**src/rtl/dbus_split.sv**
```systemverilog
// Routes one load/store requester to data memory (port 0) or MMIO (port 1), one transaction at a time.
// Define DBUS_SPLIT_ERR_EN to flag addresses outside both regions as decode errors instead of sending them to port 0.
module dbus_split #(
  parameter logic [31:0] MMIO_BASE = 32'h1000_0000,
  parameter logic [31:0] MMIO_MASK = 32'hF000_0000,
  parameter logic [31:0] MEM_SIZE  = 32'h0001_0000
) (
  input  logic        clk,
  input  logic        rst_n,
  input  logic        up_req_valid,
  output logic        up_req_ready,
  input  logic [31:0] up_addr,
  input  logic [31:0] up_wdata,
  input  logic        up_we,
  input  logic [3:0]  up_be,
  output logic        up_rsp_valid,
  output logic [31:0] up_rsp_rdata,
  output logic        up_rsp_err,
  output logic        d0_req_valid,
  input  logic        d0_req_ready,
  output logic [31:0] d0_addr,
  output logic [31:0] d0_wdata,
  output logic        d0_we,
  output logic [3:0]  d0_be,
  input  logic        d0_rsp_valid,
  input  logic [31:0] d0_rsp_rdata,
  output logic        d1_req_valid,
  input  logic        d1_req_ready,
  output logic [31:0] d1_addr,
  output logic [31:0] d1_wdata,
  output logic        d1_we,
  output logic [3:0]  d1_be,
  input  logic        d1_rsp_valid,
  input  logic [31:0] d1_rsp_rdata
);

`ifdef DBUS_SPLIT_ERR_EN
  localparam logic ERR_EN = 1'b1;
`else
  localparam logic ERR_EN = 1'b0;
`endif

  typedef enum logic [1:0] {S_IDLE, S_SEND, S_WAIT} state_t;

  state_t      state_q, state_d;
  logic [31:0] addr_q, addr_d;
  logic [31:0] wdata_q, wdata_d;
  logic        we_q, we_d;
  logic [3:0]  be_q, be_d;
  logic        sel_q, sel_d;
  logic        bypass_q, bypass_d;
  logic        rsp_valid_q, rsp_valid_d;
  logic [31:0] rdata_q, rdata_d;
  logic        err_q, err_d;

  logic is_mmio;
  logic dec_err;
  logic sel_req_ready;
  logic sel_rsp_valid;
  logic [31:0] sel_rsp_rdata;

  assign is_mmio = (up_addr & MMIO_MASK) == MMIO_BASE;
  assign dec_err = ERR_EN && !is_mmio && (up_addr >= MEM_SIZE);

  // Only the selected port's handshake/response is ever looked at; the other port is ignored.
  assign sel_req_ready = sel_q ? d1_req_ready : d0_req_ready;
  assign sel_rsp_valid = sel_q ? d1_rsp_valid : d0_rsp_valid;
  assign sel_rsp_rdata = sel_q ? d1_rsp_rdata : d0_rsp_rdata;

  assign up_req_ready = (state_q == S_IDLE);
  assign up_rsp_valid = rsp_valid_q;
  assign up_rsp_rdata = rdata_q;
  assign up_rsp_err   = err_q;

  always_comb begin
    state_d     = state_q;
    addr_d      = addr_q;
    wdata_d     = wdata_q;
    we_d        = we_q;
    be_d        = be_q;
    sel_d       = sel_q;
    bypass_d    = bypass_q;
    rsp_valid_d = 1'b0;
    rdata_d     = rdata_q;
    err_d       = 1'b0;
    case (state_q)
      S_IDLE: begin
        if (up_req_valid) begin
          addr_d   = up_addr;
          wdata_d  = up_wdata;
          we_d     = up_we;
          be_d     = up_be;
          sel_d    = is_mmio;
          bypass_d = dec_err;
          // A decode error skips the downstream request and completes straight from WAIT.
          state_d  = dec_err ? S_WAIT : S_SEND;
        end
      end
      S_SEND: begin
        if (sel_req_ready) begin
          state_d = S_WAIT;
        end
      end
      S_WAIT: begin
        if (bypass_q) begin
          state_d     = S_IDLE;
          rsp_valid_d = 1'b1;
          rdata_d     = 32'h0;
          err_d       = 1'b1;
        end else if (sel_rsp_valid) begin
          state_d     = S_IDLE;
          rsp_valid_d = 1'b1;
          rdata_d     = we_q ? 32'h0 : sel_rsp_rdata;
        end
      end
      default: state_d = S_IDLE;
    endcase
  end

  always_ff @(posedge clk or negedge rst_n) begin
    if (!rst_n) begin
      state_q     <= S_IDLE;
      addr_q      <= 32'h0;
      wdata_q     <= 32'h0;
      we_q        <= 1'b0;
      be_q        <= 4'h0;
      sel_q       <= 1'b0;
      bypass_q    <= 1'b0;
      rsp_valid_q <= 1'b0;
      rdata_q     <= 32'h0;
      err_q       <= 1'b0;
    end else begin
      state_q     <= state_d;
      addr_q      <= addr_d;
      wdata_q     <= wdata_d;
      we_q        <= we_d;
      be_q        <= be_d;
      sel_q       <= sel_d;
      bypass_q    <= bypass_d;
      rsp_valid_q <= rsp_valid_d;
      rdata_q     <= rdata_d;
      err_q       <= err_d;
    end
  end

  // Downstream fields are driven only while a request is being offered, and only on the selected port.
  always_comb begin
    d0_req_valid = 1'b0;
    d0_addr      = 32'h0;
    d0_wdata     = 32'h0;
    d0_we        = 1'b0;
    d0_be        = 4'h0;
    d1_req_valid = 1'b0;
    d1_addr      = 32'h0;
    d1_wdata     = 32'h0;
    d1_we        = 1'b0;
    d1_be        = 4'h0;
    if (state_q == S_SEND) begin
      if (sel_q) begin
        d1_req_valid = 1'b1;
        d1_addr      = addr_q;
        d1_wdata     = wdata_q;
        d1_we        = we_q;
        d1_be        = be_q;
      end else begin
        d0_req_valid = 1'b1;
        d0_addr      = addr_q;
        d0_wdata     = wdata_q;
        d0_we        = we_q;
        d0_be        = be_q;
      end
    end
  end

endmodule

```
**config.mk**
```make
export PLATFORM = sky130hd
export DESIGN_NAME = dbus_split
export DESIGN_NICKNAME = d
export VERILOG_FILES = /design/src/rtl/dbus_split.sv
export SDC_FILE = /design/constraint.sdc
export NUM_CORES = 1
export LEC_CHECK = 0
export BUFFER_PORTS_ARGS = -buffer_cell sky130_fd_sc_hd__buf_2
export CAP_MARGIN = 0
export CORE_AREA = 2 2 122 124
export DETAILED_ROUTE_END_ITERATION = 8
export DIE_AREA = 0 0 124 126
export PLACE_DENSITY = 0.75
export SLEW_MARGIN = 20
export SYNTH_ARGS = -nofsm -noshare
export SYNTH_HDL_FRONTEND = slang
export SYNTH_SLANG_ARGS = --single-unit
```
**constraint.sdc**
```tcl
create_clock -name clk -period 1.45 [get_ports clk]
set_clock_uncertainty 0.1 [all_clocks]
set_input_delay 0.2175 -clock clk [delete_from_list [all_inputs] [get_ports clk]]
set_output_delay 0.2175 -clock clk [all_outputs]
set_load 0.02 [all_outputs]
```
==> results_dict.tcl <==
set metrics [dict create \
    outcome "complete, but fails checks" \
    violations "setup timing" \
    rsz0062_at_grt "true" \
    grt_pass1_vias 5362 \
    cp.required_ns 1.13 \
    yosys.area_share.simple_pct 16.5 \
    synth_xor_area_share_pct 0 \
    num_io_pins 315 \
    synth_cell_types 19 \
    place_area_sq_um 7660 \
    slew_viol_final 0 \
    overflow 0 \
    cap_violations 0 \
    die-area_sq_um 15600 \
    place_ws_ns -0.153 \
    cp_data_arrival_time_ns 1.63 \
    ys_seq_area_share_pct 47.2 \
    grt_max_degree 61 \
    synth_mux_area_share_pct 20.4 \
    clkSlewWorstSetupHoldPaths_ns 0.07 \
    layout-drive-gt1-share_pct 72.9 \
    path_cells "nand2b_4, nor2_4, buf_12, clkbuf_16, and2_2, buf_6" \
    leakage_nw 5.17 \
    critPathMaxStageDelay_ns 0.38 \
    netlist_area_sq_um 5570 \
    cts_buffer_depth 2 \
    regToRegSetupSlack_ns -0.44 \
    yosys_warnings 0 \
    drc 0 \
    min_path_type "in -> reg" \
    ff2ff_path_depth 8 \
    vias 5465 \
    worstSetupPathType "reg -> out" \
    cts_tree "built" \
    grt_pass1_wl_mm 27.5 \
    std_cell_rows 44 \
    die_w_um 124 \
    critPathCapture "d0_wdata[20]" \
    area_growth_pct 92.3 \
    syn_avg_cell_area_sq_um 11.9 \
    clk_latency_ns 0.33 \
    cp_max_fo 12 \
    routed_wirelength_mm 22.3 \
    synthAdderAreaFrac_pct 0 \
    synth_compound_area_share_pct 11.5 \
    fin_crit_sh_pct 135 \
    cts-root-buf "clkbuf_16" \
    vdd_drop_max_uv 1250 \
    ys_ff_latch 105 \
    synth_top_family_by_area "multiplexers" \
    setup_viol 244 \
    worst_setup_path_end_kind "output pin" \
    holdWs_ns 0.0243 \
    max_freq_ghz 0.512 \
    syn_inst 470 \
    min_period_ns 1.95 \
    fp.coreArea_sq_um 14300 \
    crit_start "state_q[1]" \
    synth_nets 610 \
    drt_iter0_markers 239 \
    cts_buffers 9 \
    start_util_pct 38.9 \
    die_h_um 126 \
    gp_congestion 0.779 \
    fin_area_sq_um 10700 \
    drt-pass1-iter-count 5 \
    post_drt_wl_per_cell_um 21.1 \
    dp_cells 942 \
    timing.rr.end "up_rsp_rdata[19]" \
    io_buffers 313 \
    avgViaCountPerCell 5.18 \
    grt_antenna_before_repair 1 \
    finalSetupTns_ns -90.46 \
    nets 1005 \
    postRouteAntennaNets 0 \
    r2r_start "sel_q" \
    htree_levels 3 \
    finalNonFillerCells 1056 \
    cts_sinks 105 \
    finalHoldViolations 0 \
    start_kind "register" \
    setup_slack_ns -0.502 \
    slowest_stage "dfrtp_1" \
    p_per_area_nw_per_um2 2000 \
    grt_use_total_pct 22.8 \
    dp_hpwl_mm 11.4 \
]
==> worst min-delay path by stage <==
stage                            from          to  slack (ns)  depth (start not counted)
after floorplan                 rst_n   addr_q[0]       -0.18                          0
after global placement          rst_n  addr_q[28]        0.13                          2
after detailed placement        rst_n  addr_q[28]        0.13                          2
after CTS                 up_addr[19]  addr_q[19]      0.0007                          2
after global routing       up_addr[3]   addr_q[3]       0.008                          2
final                      up_addr[3]   addr_q[3]        0.02                          2
==> cells in the mapped netlist (all sizes together) <==
master / n / share of area [%]
clkbuf: 22 / 1.5
conb: 1 / 0.067
inv: 1 / 0.067
o41ai: 32 / 8.5
nand2b: 2 / 0.22
buf: 23 / 2.8
nand3b: 1 / 0.13
mux2i: 36 / 6.5
or4b: 1 / 0.18
nor2: 5 / 0.34
dfrtp: 105 / 47
o21ai: 33 / 3.0
mux2: 69 / 14
and2: 139 / 16
==> stage by stage <==
step           util [%]  power [mW]
2_1_floorplan         -        11.0
3_3_place_gp       53.5        13.6
3_5_place_dp       53.5        13.8
4_1_cts            64.3        17.2
5_1_grt            74.8        22.4
6_report           74.8        21.4
==> area by class of cell <==
cell class	count	area, sq um
Antenna cell	2	5.00
Clock buffer	12	246
Clock inverter	4	28.8
Fill cell	846	3600
Inverter	1	3.75
Multi-Input combinational cell	319	3550
Sequential cell	105	2630
Tap cell	184	230
Timing Repair Buffer	429	4010
==> flip-flops by register name (all words and copies together) (netlist names) <==
signal        count
addr_q           32
up_rsp_valid      1
state_q           2
wdata_q          32
be_q              4
we_q              1
up_rsp_rdata     32
sel_q             1
==> kinds of logic (layout without fill, tap and decap cells) <==
| logic type | count (synthesis) | after routing |
|---|---|---|
| AND/OR/NAND/NOR | 148 | 148 |
| other | 1 | 3 |
| flip-flops | 105 | 105 |
| multiplexers | 105 | 105 |
| AO/OA/AOI/OAI | 65 | 65 |
| buffers and inverters | 46 | 446 |
==> cell usage in the layout, fill, tap and decap left out, types with 11 or more instances in the layout <==
master / instances
buf_2: 171
buf_6: 124
dfrtp_1: 102
and2_2: 89
dlygate4sd3_1: 59
and2_4: 50
mux2_4: 35
mux2_1: 34
mux2i_1: 33
buf_4: 33
clkbuf_16: 22
o41ai_2: 21
buf_12: 20
o21ai_4: 18
o21ai_2: 14
o41ai_4: 11
==> critical path: cells and delay by family, from the launching register on <==
kind	cells	cell delay, ns
simple gates	3	0.47
buf+inv	3	0.44
flops	1	0.38
==> timing repair <==
action / CTS / global route
setup buffers: 8 / 12
gates cloned: 5 / 16
resized for setup: 158 / 291
hold endpoints to repair: 162 / 1
pin swaps: 2 / 71
hold buffers: 58 / 1
endpoints found under the setup margin: 243 / 246
==> report_power, final <==
group	total, mW	internal [mW]	switching [mW]	leakage [nW]
Sequential	5.75	4.37	1.38	1.28
Clock	2.29	1.22	1.07	0.129
Combinational	13.4	7.02	6.37	3.77
==> layer usage <==
metal	wire length, um	global-route usage (%)	share of wire (%)	vias to the layer above
li1	-	-	-	2421
met1	8130	25.2	36	2683
met2	12000	42.6	54	300
met3	1420	4.03	6.4	61
met4	760	8.53	3.4	0
met5	0	0	0	-
Power figures use the tool's default switching activity.
